<file path="config.mk">
export PLATFORM = sky130hd
export DESIGN_NAME = masked_thermo_sched
export DESIGN_NICKNAME = d
export VERILOG_FILES = /design/src/rtl/masked_thermo_pkg.sv /design/src/rtl/masked_dom_and.sv /design/src/rtl/masked_thermo_sched.sv
export SDC_FILE = /design/constraint.sdc
export NUM_CORES = 1
export LEC_CHECK = 0
export ABC_AREA = 1
export BUFFER_PORTS_ARGS = -buffer_cell sky130_fd_sc_hd__buf_2
export CORE_UTILIZATION = 40
export CTS_BUF_LIST = sky130_fd_sc_hd__clkbuf_16
export CTS_CLUSTER_SIZE = 28
export DETAILED_ROUTE_END_ITERATION = 10
export HOLD_SLACK_MARGIN = 0.15
export PLACE_DENSITY = 0.66
export REMOVE_ABC_BUFFERS = 1
export SYNTH_ARGS = -nofsm -noshare
export SYNTH_HDL_FRONTEND = slang
export SYNTH_HIERARCHICAL = 1
export SYNTH_SLANG_ARGS = --single-unit
</file>
<file path="constraint.sdc">
create_clock -name clk -period 2.7 [get_ports clk]
set_input_delay 0 -clock clk [delete_from_list [all_inputs] [get_ports clk]]
set_output_delay 0 -clock clk [all_outputs]
set_load 0.005 [all_outputs]
</file>
<file path="src/rtl/masked_thermo_pkg.sv">
// Shared constants and FSM encoding for the masked thermostat scheduler.
package masked_thermo_pkg;
  localparam int NZONE_DEF  = 4;
  localparam int RND_W      = 4;
  localparam int PIPE_DEPTH = 2;

  typedef enum logic [1:0] {
    IDLE  = 2'd0,
    RUN   = 2'd1,
    DRAIN = 2'd2
  } state_t;
endpackage

</file>
<file path="src/rtl/masked_dom_and.sv">
// First-order DOM AND gadget on two Boolean shares, one fresh random bit.
// Latency 1 cycle; every partial product is registered before recombination.
module masked_dom_and (
  input  logic clk,
  input  logic rst_n,
  input  logic a0,
  input  logic a1,
  input  logic b0,
  input  logic b1,
  input  logic r,
  output logic z0,
  output logic z1
);
  logic p00, p11, c01, c10;

  always_ff @(posedge clk or negedge rst_n) begin
    if (!rst_n) begin
      p00 <= 1'b0;
      p11 <= 1'b0;
      c01 <= 1'b0;
      c10 <= 1'b0;
    end else begin
      p00 <= a0 & b0;
      p11 <= a1 & b1;
      c01 <= (a0 & b1) ^ r;
      c10 <= (a1 & b0) ^ r;
    end
  end

  assign z0 = p00 ^ c01;
  assign z1 = p11 ^ c10;
endmodule

</file>
<file path="src/rtl/masked_thermo_sched.sv">
// Masked thermostat scheduler: one zone issued per cycle through a 2-stage DOM
// pipeline; results land in per-zone output share slots; done pulses after drain.
module masked_thermo_sched
  import masked_thermo_pkg::*;
#(
  parameter int NZONE = NZONE_DEF
) (
  input  logic             clk,
  input  logic             rst_n,
  input  logic             start,
  input  logic [NZONE-1:0] too_cold_s0,
  input  logic [NZONE-1:0] too_cold_s1,
  input  logic [NZONE-1:0] too_hot_s0,
  input  logic [NZONE-1:0] too_hot_s1,
  input  logic [NZONE-1:0] mode_s0,
  input  logic [NZONE-1:0] mode_s1,
  input  logic [NZONE-1:0] fan_on_s0,
  input  logic [NZONE-1:0] fan_on_s1,
  input  logic [RND_W-1:0] rnd,
  output logic             busy,
  output logic             done,
  output logic [NZONE-1:0] heater_s0,
  output logic [NZONE-1:0] heater_s1,
  output logic [NZONE-1:0] aircon_s0,
  output logic [NZONE-1:0] aircon_s1,
  output logic [NZONE-1:0] fan_s0,
  output logic [NZONE-1:0] fan_s1
);
  localparam int IW = (NZONE > 1) ? $clog2(NZONE) : 1;
  localparam int DW = (PIPE_DEPTH > 1) ? $clog2(PIPE_DEPTH) : 1;
  localparam logic [IW-1:0] LAST_IDX  = IW'(NZONE - 1);
  localparam logic [DW-1:0] LAST_DRN  = DW'(PIPE_DEPTH - 1);

  state_t        state, state_n;
  logic [IW-1:0] idx, idx_n, idx1, idx2;
  logic [DW-1:0] drn, drn_n;
  logic          done_n, accept, v1, v2;

  logic [NZONE-1:0] sc0, sc1, sh0, sh1, sm0, sm1, sf0, sf1;

  always_ff @(posedge clk or negedge rst_n) begin
    if (!rst_n) begin
      state <= IDLE;
      idx   <= '0;
      drn   <= '0;
      done  <= 1'b0;
    end else begin
      state <= state_n;
      idx   <= idx_n;
      drn   <= drn_n;
      done  <= done_n;
    end
  end

  always_comb begin
    state_n = state;
    idx_n   = idx;
    drn_n   = drn;
    done_n  = 1'b0;
    accept  = 1'b0;
    case (state)
      IDLE: begin
        if (start) begin
          accept  = 1'b1;
          state_n = RUN;
          idx_n   = '0;
        end
      end
      RUN: begin
        if (idx == LAST_IDX) begin
          state_n = DRAIN;
          drn_n   = '0;
        end else begin
          idx_n = idx + IW'(1);
        end
      end
      DRAIN: begin
        if (drn == LAST_DRN) begin
          state_n = IDLE;
          done_n  = 1'b1;
        end else begin
          drn_n = drn + DW'(1);
        end
      end
      default: state_n = IDLE;
    endcase
  end

  assign busy = (state != IDLE);

  // Snapshot keeps shares separate; the pass then runs off these copies only.
  always_ff @(posedge clk or negedge rst_n) begin
    if (!rst_n) begin
      {sc0, sc1, sh0, sh1, sm0, sm1, sf0, sf1} <= '0;
    end else if (accept) begin
      sc0 <= too_cold_s0;
      sc1 <= too_cold_s1;
      sh0 <= too_hot_s0;
      sh1 <= too_hot_s1;
      sm0 <= mode_s0;
      sm1 <= mode_s1;
      sf0 <= fan_on_s0;
      sf1 <= fan_on_s1;
    end
  end

  logic hz0, hz1, az0, az1;
  logic fd0, fd1, hd0, hd1, ad0, ad1;
  logic x0, x1, fz0, fz1;

  masked_dom_and u_heater (
    .clk(clk), .rst_n(rst_n),
    .a0(sm0[idx]), .a1(sm1[idx]), .b0(sc0[idx]), .b1(sc1[idx]),
    .r(rnd[0]), .z0(hz0), .z1(hz1)
  );

  // Complementing a shared value only needs one share flipped.
  masked_dom_and u_aircon (
    .clk(clk), .rst_n(rst_n),
    .a0(~sm0[idx]), .a1(sm1[idx]), .b0(sh0[idx]), .b1(sh1[idx]),
    .r(rnd[1]), .z0(az0), .z1(az1)
  );

  always_ff @(posedge clk or negedge rst_n) begin
    if (!rst_n) begin
      {fd0, fd1, hd0, hd1, ad0, ad1} <= '0;
      {v1, v2, idx1, idx2}          <= '0;
    end else begin
      fd0  <= sf0[idx];
      fd1  <= sf1[idx];
      hd0  <= hz0;
      hd1  <= hz1;
      ad0  <= az0;
      ad1  <= az1;
      v1   <= (state == RUN);
      idx1 <= idx;
      v2   <= v1;
      idx2 <= idx1;
    end
  end

  // heater and aircon are never both 1, so XOR acts as OR share-wise.
  assign x0 = hz0 ^ az0;
  assign x1 = hz1 ^ az1;

  masked_dom_and u_fan (
    .clk(clk), .rst_n(rst_n),
    .a0(~fd0), .a1(fd1), .b0(~x0), .b1(x1),
    .r(rnd[2]), .z0(fz0), .z1(fz1)
  );

  always_ff @(posedge clk or negedge rst_n) begin
    if (!rst_n) begin
      heater_s0 <= '0;
      heater_s1 <= '0;
      aircon_s0 <= '0;
      aircon_s1 <= '0;
      fan_s0    <= '0;
      fan_s1    <= '0;
    end else if (v2) begin
      heater_s0[idx2] <= hd0;
      heater_s1[idx2] <= hd1;
      aircon_s0[idx2] <= ad0;
      aircon_s1[idx2] <= ad1;
      fan_s0[idx2]    <= ~fz0 ^ rnd[3];
      fan_s1[idx2]    <= fz1 ^ rnd[3];
    end
  end
endmodule

</file>
==> results_dict.tcl, run 1 <==
set metrics [dict create \
    numClockSinks 86 \
    area_growth_pct 26.9 \
    wl_met2_mm 3.29 \
    preCtsSetupSlack_ps 1110 \
    tns_ps 0 \
    drt-pass1-iter-count 7 \
    p_sw_mw 1.98 \
    wire_per_inst_um 11.0 \
    maxSlewViolCount 0 \
    drive_gt1_frac 0.147 \
    path_cells "buf_4, clkinv_1, nand2_1, nand3_1, nand2_1, inv_1, nand3_1, nand2_1" \
    maxCapViolCount 0 \
    ys_ff_latch 86 \
    crit_buf_inv 3 \
    synth_seq_area_share 0.588 \
    n_fill_cell 783 \
    cpPeakStageDelay_ps 380 \
    diodes 0 \
    power_mw 5.21 \
    rsz0062_at_grt "false" \
    relSlewSlack 0.312 \
    cp-start-kind "flip-flop" \
    antenna_found_initial 0 \
    wl_met3_um 293 \
    period_needed_ps 1640 \
    required_ps 2920 \
    clock_skew_ps 2.09 \
    first_iter_violations 93 \
    min_path_cells 3 \
    post_cts_resized 0 \
    dieArea_um2 9530 \
    power_density_nw_per_um2 1120 \
    io_buffers 64 \
    numCtsBuffers 9 \
    utilization 0.527 \
    synth_area_per_cell_um2 8.41 \
    h-tree-depth 3 \
    outcome "finished, violations left" \
    hold_viol_final 0 \
    critical_path.max_fanout 25 \
    combPwrFrac 0.361 \
    syn_inst 435 \
    hold_class "input pin to flip-flop" \
    num_vias 2960 \
    ff_latch_area_um2 2150 \
    p_int_mw 3.23 \
    peakVddDrop_mv 0.432 \
    drc 18 \
    num_rows 34 \
    drt.antenna.violating_nets 0 \
    yosys-top-cells-area "dfrtp_1 59%, nand2_1 20%, nand3_1 6.6%, inv_1 4.6%, o21ai_0 2.5%" \
    die-width_um 97.6 \
    setup_viol 0 \
    p_leak_nw 2.61 \
    yosys_warnings 6 \
    cpMaxStageDelayCell "dfrtp_1" \
    crit_top_cell "nand2_1" \
    swShare 0.380 \
    crit_family "buffers and inverters" \
    yosysUniqueCellTypes 18 \
    violations "design-rule violations" \
    fin_nets 571 \
    cp_num_cells 8 \
    grt_pass1_vias 2820 \
    grt_max_degree 87 \
    hpwl_mm 4.72 \
    viasPerCell 4.60 \
    synth_top_area_cell "dfrtp_1" \
    routabilityCongestion 0.812 \
    routed.top_layer "met4" \
    tightest_slew_ps 1030 \
    drt-met1-wl_mm 3.41 \
    start_util 0.415 \
    multi_input_area_um2 1210 \
    clock_power_share 0.206 \
    pin_count 65 \
    routed_wl_mm 7.10 \
    core_um2 8810 \
    period_share 0.607 \
    grt_pass1_wl_mm 12.7 \
    grt_usage 0.169 \
    clock_latency_ps 330 \
    die_height_um 97.6 \
    syn-cell-area_um2 3660 \
    critical_path_class "flip-flop to flip-flop" \
    seq_power_share 0.433 \
    clk_pin_slew_ps 60 \
    yosysTopAreaCellShare 0.588 \
    endpoint_kind "flip-flop" \
    tritoncts "yes" \
    cts-root-buf "clkbuf_16" \
    max_clock_freq_mhz 610 \
    clock_path_buffers 2 \
    overflow 0 \
    rr_worst_depth 8 \
    arrival_ps 1860 \
    worst_slack_ps 1060 \
]
-- registers in the layout, summed over array words and instances (netlist names), 2 cells and up --
name / cells
sm0: 4
state: 2
sc1: 4
sc0: 4
fan_s0: 4
sh1: 4
heater_s0: 4
idx2: 2
sf1: 4
sh0: 4
heater_s1: 4
sf0: 4
idx1: 2
idx: 2
sm1: 4
fan_s1: 4
aircon_s0: 4
aircon_s1: 4
-- cells by family after synthesis --
family,Yosys count,synth area share
AO/OA/AOI/OAI,25,0.0390
XOR/XNOR,2,0.00479
adder cells (fa/ha/maj),1,0.00342
buffers and inverters,64,0.0794
flip-flops,86,0.588
AND/OR/NAND/NOR,257,0.285
-- placed cells by master (no fill, tap or decap) --
cell / Yosys / layout
buf_2: 10 / 63
buf_4: 4 / 3
clkbuf_16: 0 / 9
clkinv_1: 1 / 6
clkinv_2: 0 / 1
clkinvlp_4: 0 / 1
dfrtp_1: 86 / 86
dlygate4sd3_1: 0 / 37
ha_1: 1 / 1
inv_1: 45 / 45
nand2_1: 191 / 191
nand2_4: 1 / 1
nand3_1: 48 / 48
nand4_1: 1 / 1
nor2_1: 15 / 15
nor2_4: 1 / 1
o211ai_1: 7 / 7
o21ai_0: 18 / 18
xnor2_1: 1 / 1
xor2_1: 1 / 1
-- worst paths after layout --
check,startpoint,endpoint,slack (ps)
setup / recovery,idx[0]$_DFFE_PN0P_,u_heater/c01$_DFF_PN0_,1060
hold / removal,start,sm1[3]$_DFFE_PN0P_,220
setup reg to reg,idx[0]$_DFFE_PN0P_,u_heater/c01$_DFF_PN0_,1060
hold reg to reg,v1$_DFF_PN0_,v2$_DFF_PN0_,360
max in group asynchronous,rst_n,idx[0]$_DFFE_PN0P_,1640
min in group asynchronous,rst_n,aircon_s1[0]$_DFFE_PN0P_,390
-- tightest hold or removal path, delay by kind of cell --
family | cells | cell delay, ps
buffers and inverters | 1 | 300
and+or+nand+nor | 2 | 220
-- area by class of cell --
class                      instances  area share
clock inverter                     7     0.00674
timing repair buffer             103       0.153
multi-input combinational        285       0.262
inverter                          46      0.0372
sequential                        86       0.464
clock buffer                       9      0.0485
tap                              108      0.0291
-- power by group through the flow --
stage | combinational (mW) | sequential (mW) | clock, mW
finish | 1.88 | 2.26 | 1.07
global route | 2.22 | 2.34 | 1.16
CTS | 1.90 | 2.26 | 1.10
detailed placement | 1.85 | 2.28 | 0
global placement | 1.79 | 2.26 | 0
floorplan | 1.24 | 2.24 | 0
-- per-layer routing --
| layer | track usage | up-vias |
|---|---|---|
| met2 | 0.275 | 67 |
| li1 | - | 1534 |
| met3 | 0.0374 | 9 |
| met1 | 0.217 | 1350 |
| met5 | 0 | - |
| met4 | 0.0723 | 0 |
-- per-stage QoR --
step | instance area, um2 | cells | hold slack (ps)
floorplan | 3540 | 417 | -296
global placement | 4010 | 591 | 232
detailed placement | 4010 | 591 | 237
CTS | 4640 | 644 | 217
global route | 4640 | 644 | 240
finish | 4640 | 644 | 224
-- cell usage after synthesis (all sizes together) --
cell and count:
inv 45, dfrtp 86, clkinv 1, ha 1
nand2 192, nor2 16, xor2 1, clkbuf 1
o21ai 18, nand4 1, nand3 48, buf 17
o211ai 7, xnor2 1
-- timing repair --
action | 4_1_cts | 5_1_grt
hold buffers | 37 | 0
setup buffers | 0 | 0
hold endpoints to repair | 132 | 0
Power figures use the tool's default switching activity.
==> run 2: changes to the inputs <==
- PLACE_DENSITY: 0.66 -> 0.69
- clock period: 2.7 -> 1.4 ns (I/O delays scaled with it)
==> results_dict.tcl, run 2 (synthesis results as in run 1) <==
set metrics [dict create \
    outcome "finished, violations left" \
    violations "design-rule violations" \
    fin_nets 579 \
    preCtsSetupSlack_ps 92.2 \
    clock_skew_ps 7.91 \
    diodes 0 \
    dpl_cell_area_um2 4080 \
    num_vias 3031 \
    critical_path.max_fanout 13 \
    clock_latency_ps 340 \
    worstReg2RegStart "idx[0]$_DFFE_PN0P_" \
    tritoncts "yes" \
    first_iter_violations 125 \
    maxSlewViolCount 0 \
    dieArea_um2 9530 \
    routed_wl_mm 7.74 \
    grt_max_degree 37 \
    required_ps 1400 \
    clk_pin_slew_ps 60 \
    cp-start-kind "flip-flop" \
    hold_viol_final 0 \
    rrSetupSlack_ps 120 \
    n_fill_cell 749 \
    critPathLaunch "state[0]$_DFFE_PN0P_" \
    area_growth_pct 32.1 \
    rr_worst_depth 7 \
    start_util 0.415 \
    drt-pass1-iter-count 7 \
    drt.antenna.violating_nets 0 \
    arrival_ps 1310 \
    wire_per_inst_um 11.9 \
    utilization 0.548 \
    grt_pass1_vias 2881 \
    critical_path_class "flip-flop to output port" \
    setup_viol 0 \
    cp-endpoint "busy" \
    p_leak_nw 2.69 \
    worst_slack_ps 85.2 \
    core_um2 8810 \
    power_density_nw_per_um2 2260 \
    postLayoutCellArea_um2 4830 \
    period_needed_ps 1310 \
    die_height_um 97.6 \
    final_common_cell "nand2_1" \
    die-width_um 97.6 \
    endpoint_kind "output port" \
    layout_common_cells "191 x nand2_1, 85 x dfrtp_1, 63 x buf_2, 48 x nand3_1, 44 x inv_1" \
    period_share 0.939 \
    grt_pass1_wl_mm 12.8 \
    h-tree-depth 3 \
    pin_count 65 \
    drive_gt1_frac 0.173 \
    num_rows 34 \
    hold_class "input pin to async pin" \
    numClockSinks 86 \
    cts-root-buf "clkbuf_16" \
    peakVddDrop_mv 1.69 \
    relSlewSlack 0.693 \
    overflow 0 \
    max_clock_freq_mhz 761 \
    tightest_slew_ps 460 \
    clock_path_buffers 2 \
    numCtsBuffers 9 \
    routabilityCongestion 0.847 \
    grt_usage 0.170 \
    io_buffers 64 \
    viasPerCell 4.65 \
    maxCapViolCount 0 \
    antenna_found_initial 0 \
    drc 18 \
    rr_endpoint "u_heater/c10$_DFF_PN0_" \
    hpwl_mm 4.97 \
]
run 2: cell types whose count changed in the layout (fill, tap and decap cells not counted), moves of 2 or more:
cell and delta:
buf_12 +2, buf_4 +3, bufinv_16 +2, clkinv_1 -6, clkinvlp_4 +2
run 2: per-layer routing:
metal  vias up  share of wire  wire length (um)  GRT usage
met4         0         0.0093                72     0.0420
met5         -              0                 0          0
li1       1552              -                 -          -
met1      1393           0.45              3510      0.206
met3         7          0.051               396     0.0568
met2        79           0.49              3760      0.291
run 2: per-stage QoR:
step	setup TNS (ps)	instances	total power, mW	hold slack (ps)
after global placement	0	596	7.94	-18.6
after detailed placement	0	596	8.09	-11.5
after global routing	-3.77	652	11.8	181
after floorplan	-2490	417	6.72	-296
after CTS	0	650	10.8	173
final	0	652	10.9	160
run 2: how the worst min path moves through the flow:
stage               slack (ps)  startpoint  cells after the start                       end
floorplan                 -300       rst_n                      0             ad0$_DFF_PN0_
global placement           -20       rst_n                      1  aircon_s0[2]$_DFFE_PN0P_
detailed placement         -10       rst_n                      1  aircon_s0[1]$_DFFE_PN0P_
CTS                        170       rst_n                      2  heater_s1[2]$_DFFE_PN0P_
global route               180       rst_n                      2            done$_DFF_PN0_
finish                     160       rst_n                      2  aircon_s0[2]$_DFFE_PN0P_
run 2: worst max-delay path, stage by stage (launching register included):
cell	delay (ps)
dfrtp_1	440
nor2_4	220
buf_12	170
inv_1	40
buf_2	110
run 2: report_power, final:
part | switching (mW) | internal, mW
Sequential | 0.683 | 3.68
Combinational | 2.35 | 1.60
Clock | 0.992 | 1.58
Total | 4.03 | 6.86
run 2: what timing repair did:
item,4_1_cts,5_1_grt
endpoints found under the setup margin,0,7
hold endpoints to repair,132,0
gates resized for setup,0,5
buffers inserted,0,1
hold buffers,38,0
run 2: area by class of cell:
type,count,area (um2),share of cell area
inverter,46,176,0.0365
tap,108,135,0.0280
timing repair buffer,111,821,0.170
sequential,86,2150,0.446
clock buffer,9,225,0.0466
clock inverter,7,104,0.0215
multi-input combinational,285,1210,0.252
==> run 3: changes to the inputs <==
- clock period: 1.4 -> 1.1 ns (I/O delays scaled with it)
==> results_dict.tcl, run 3 (synthesis results as in run 1) <==
set metrics [dict create \
    clock_latency_ps 330 \
    io_buffers 64 \
    utilization 0.605 \
    endpoint_kind "flip-flop" \
    max_clock_freq_mhz 785 \
    layout_common_cells "153 x nand2_1, 84 x dfrtp_1, 62 x buf_2, 41 x nand3_1, 39 x inv_1" \
    p_int_mw 9.63 \
    violations "design-rule violations, negative setup slack" \
    path_cells "buf_12, o211ai_1, nand2_1, nand2_1, nand2_1, nand2_1" \
    combPwrFrac 0.457 \
    preCtsSetupSlack_ps -217 \
    start_util 0.415 \
    rrSetupSlack_ps -170 \
    num_vias 3291 \
    cp_num_cells 6 \
    rsz0062_at_grt "true" \
    rr_endpoint "u_aircon/c10$_DFF_PN0_" \
    routed_wl_mm 9.14 \
    hold_viol_final 0 \
    drt.antenna.violating_nets 0 \
    overflow 0 \
    setup_viol 44 \
    grt_pass1_wl_mm 14.6 \
    dieArea_um2 9530 \
    ctsHoldBuffers 37 \
    hpwl_mm 5.26 \
    final_cells 677 \
    tightest_slew_ps 596 \
    numCtsBuffers 9 \
    cp-start-kind "flip-flop" \
    arrival_ps 1540 \
    die_height_um 97.6 \
    diodes 0 \
    die-width_um 97.6 \
    seq_power_share 0.357 \
    clk_pin_slew_ps 60 \
    swShare 0.391 \
    rr_worst_depth 6 \
    power_density_nw_per_um2 2970 \
    final_common_cell "nand2_1" \
    peakVddDrop_mv 1.43 \
    hold_class "input pin to async pin" \
    relSlewSlack 0.603 \
    viasPerCell 4.86 \
    antenna_found_initial 0 \
    crit_family "flip-flops" \
    first_iter_violations 148 \
    drc 13 \
    clock_skew_ps 6.16 \
    crit_buf_inv 1 \
    grt_usage 0.194 \
    area_growth_pct 45.8 \
    crit_top_cell "nand2_1" \
    maxSlewViolCount 0 \
    critical_path.max_fanout 23 \
    grt_pass1_vias 3199 \
    routabilityCongestion 0.796 \
    clock_path_buffers 2 \
    p_leak_nw 2.86 \
    maxCapViolCount 0 \
    tritoncts "yes" \
    core_um2 8810 \
    period_share 1.16 \
    clock_power_share 0.186 \
    grt_max_degree 31 \
    worst_slack_ps -175 \
    wire_per_inst_um 13.5 \
    pin_count 65 \
    outcome "finished, violations left" \
    postLayoutCellArea_um2 5330 \
    dp.cells 611 \
    n_fill_cell 725 \
    drt-pass1-iter-count 7 \
    numClockSinks 86 \
    drive_gt1_frac 0.322 \
    p_sw_mw 6.18 \
    h-tree-depth 3 \
    required_ps 1370 \
    num_rows 34 \
    period_needed_ps 1270 \
    critical_path_class "flip-flop to flip-flop" \
    worstReg2RegStart "idx[0]$_DFFE_PN0P_" \
    cpMaxStageDelayCell "dfrtp_2" \
    cpPeakStageDelay_ps 440 \
    dpl_cell_area_um2 4210 \
    fin_nets 604 \
    cts-root-buf "clkbuf_16" \
]
-- run 3: timing repair --
item,CTS,global route
setup buffers,5,3
pin swaps,8,16
endpoints found under the setup margin,47,62
hold endpoints to repair,132,24
resized for setup,28,64
gates cloned,5,2
-- run 3: metal layers --
layer	vias up	share of wire	wire [um]	GRT usage
met1	1553	0.42	3850	0.227
met2	112	0.51	4660	0.342
li1	1608	-	-	-
met3	18	0.051	466	0.0576
met4	0	0.018	167	0.0583
met5	-	0	0	0
-- run 3: worst max path at each step --
stage          slack (ps)          startpoint                     end
3_5_place_dp         -220  idx[0]$_DFFE_PN0P_  u_heater/c01$_DFF_PN0_
5_1_grt              -210  idx[0]$_DFFE_PN0P_  u_aircon/c10$_DFF_PN0_
2_1_floorplan        -530  idx[0]$_DFFE_PN0P_  u_heater/c01$_DFF_PN0_
4_1_cts              -130  idx[0]$_DFFE_PN0P_  u_heater/c10$_DFF_PN0_
6_report             -170  idx[0]$_DFFE_PN0P_  u_aircon/c10$_DFF_PN0_
3_3_place_gp         -170  idx[0]$_DFFE_PN0P_  u_heater/c01$_DFF_PN0_
-- run 3: metrics by stage --
stage	hold slack, ps	TNS, ps	total power, mW
final	124	-4420	15.8
after global routing	139	-6960	17.0
after CTS	133	-3440	14.8
after detailed placement	-59.3	-3370	10.8
after global placement	-55.0	-2280	10.5
after floorplan	-296	-16100	8.56
-- run 3: layout make-up --
type	count	area, um2	share of cell area
clock buffers	9	225	0.0422
clock inverters	7	66.3	0.0124
inverters	46	176	0.0331
multi-input cells	290	1520	0.286
flip-flops and latches	86	2150	0.404
well taps	108	135	0.0253
repair buffers	131	1050	0.197
-- run 3: power by group through the flow --
stage | clock network (mW) | logic (mW) | registers (mW)
after floorplan | 0 | 3.05 | 5.50
after global placement | 0 | 5.00 | 5.49
after detailed placement | 0 | 5.21 | 5.55
after CTS | 3.00 | 6.30 | 5.52
after global routing | 3.14 | 8.02 | 5.82
final | 2.94 | 7.23 | 5.65
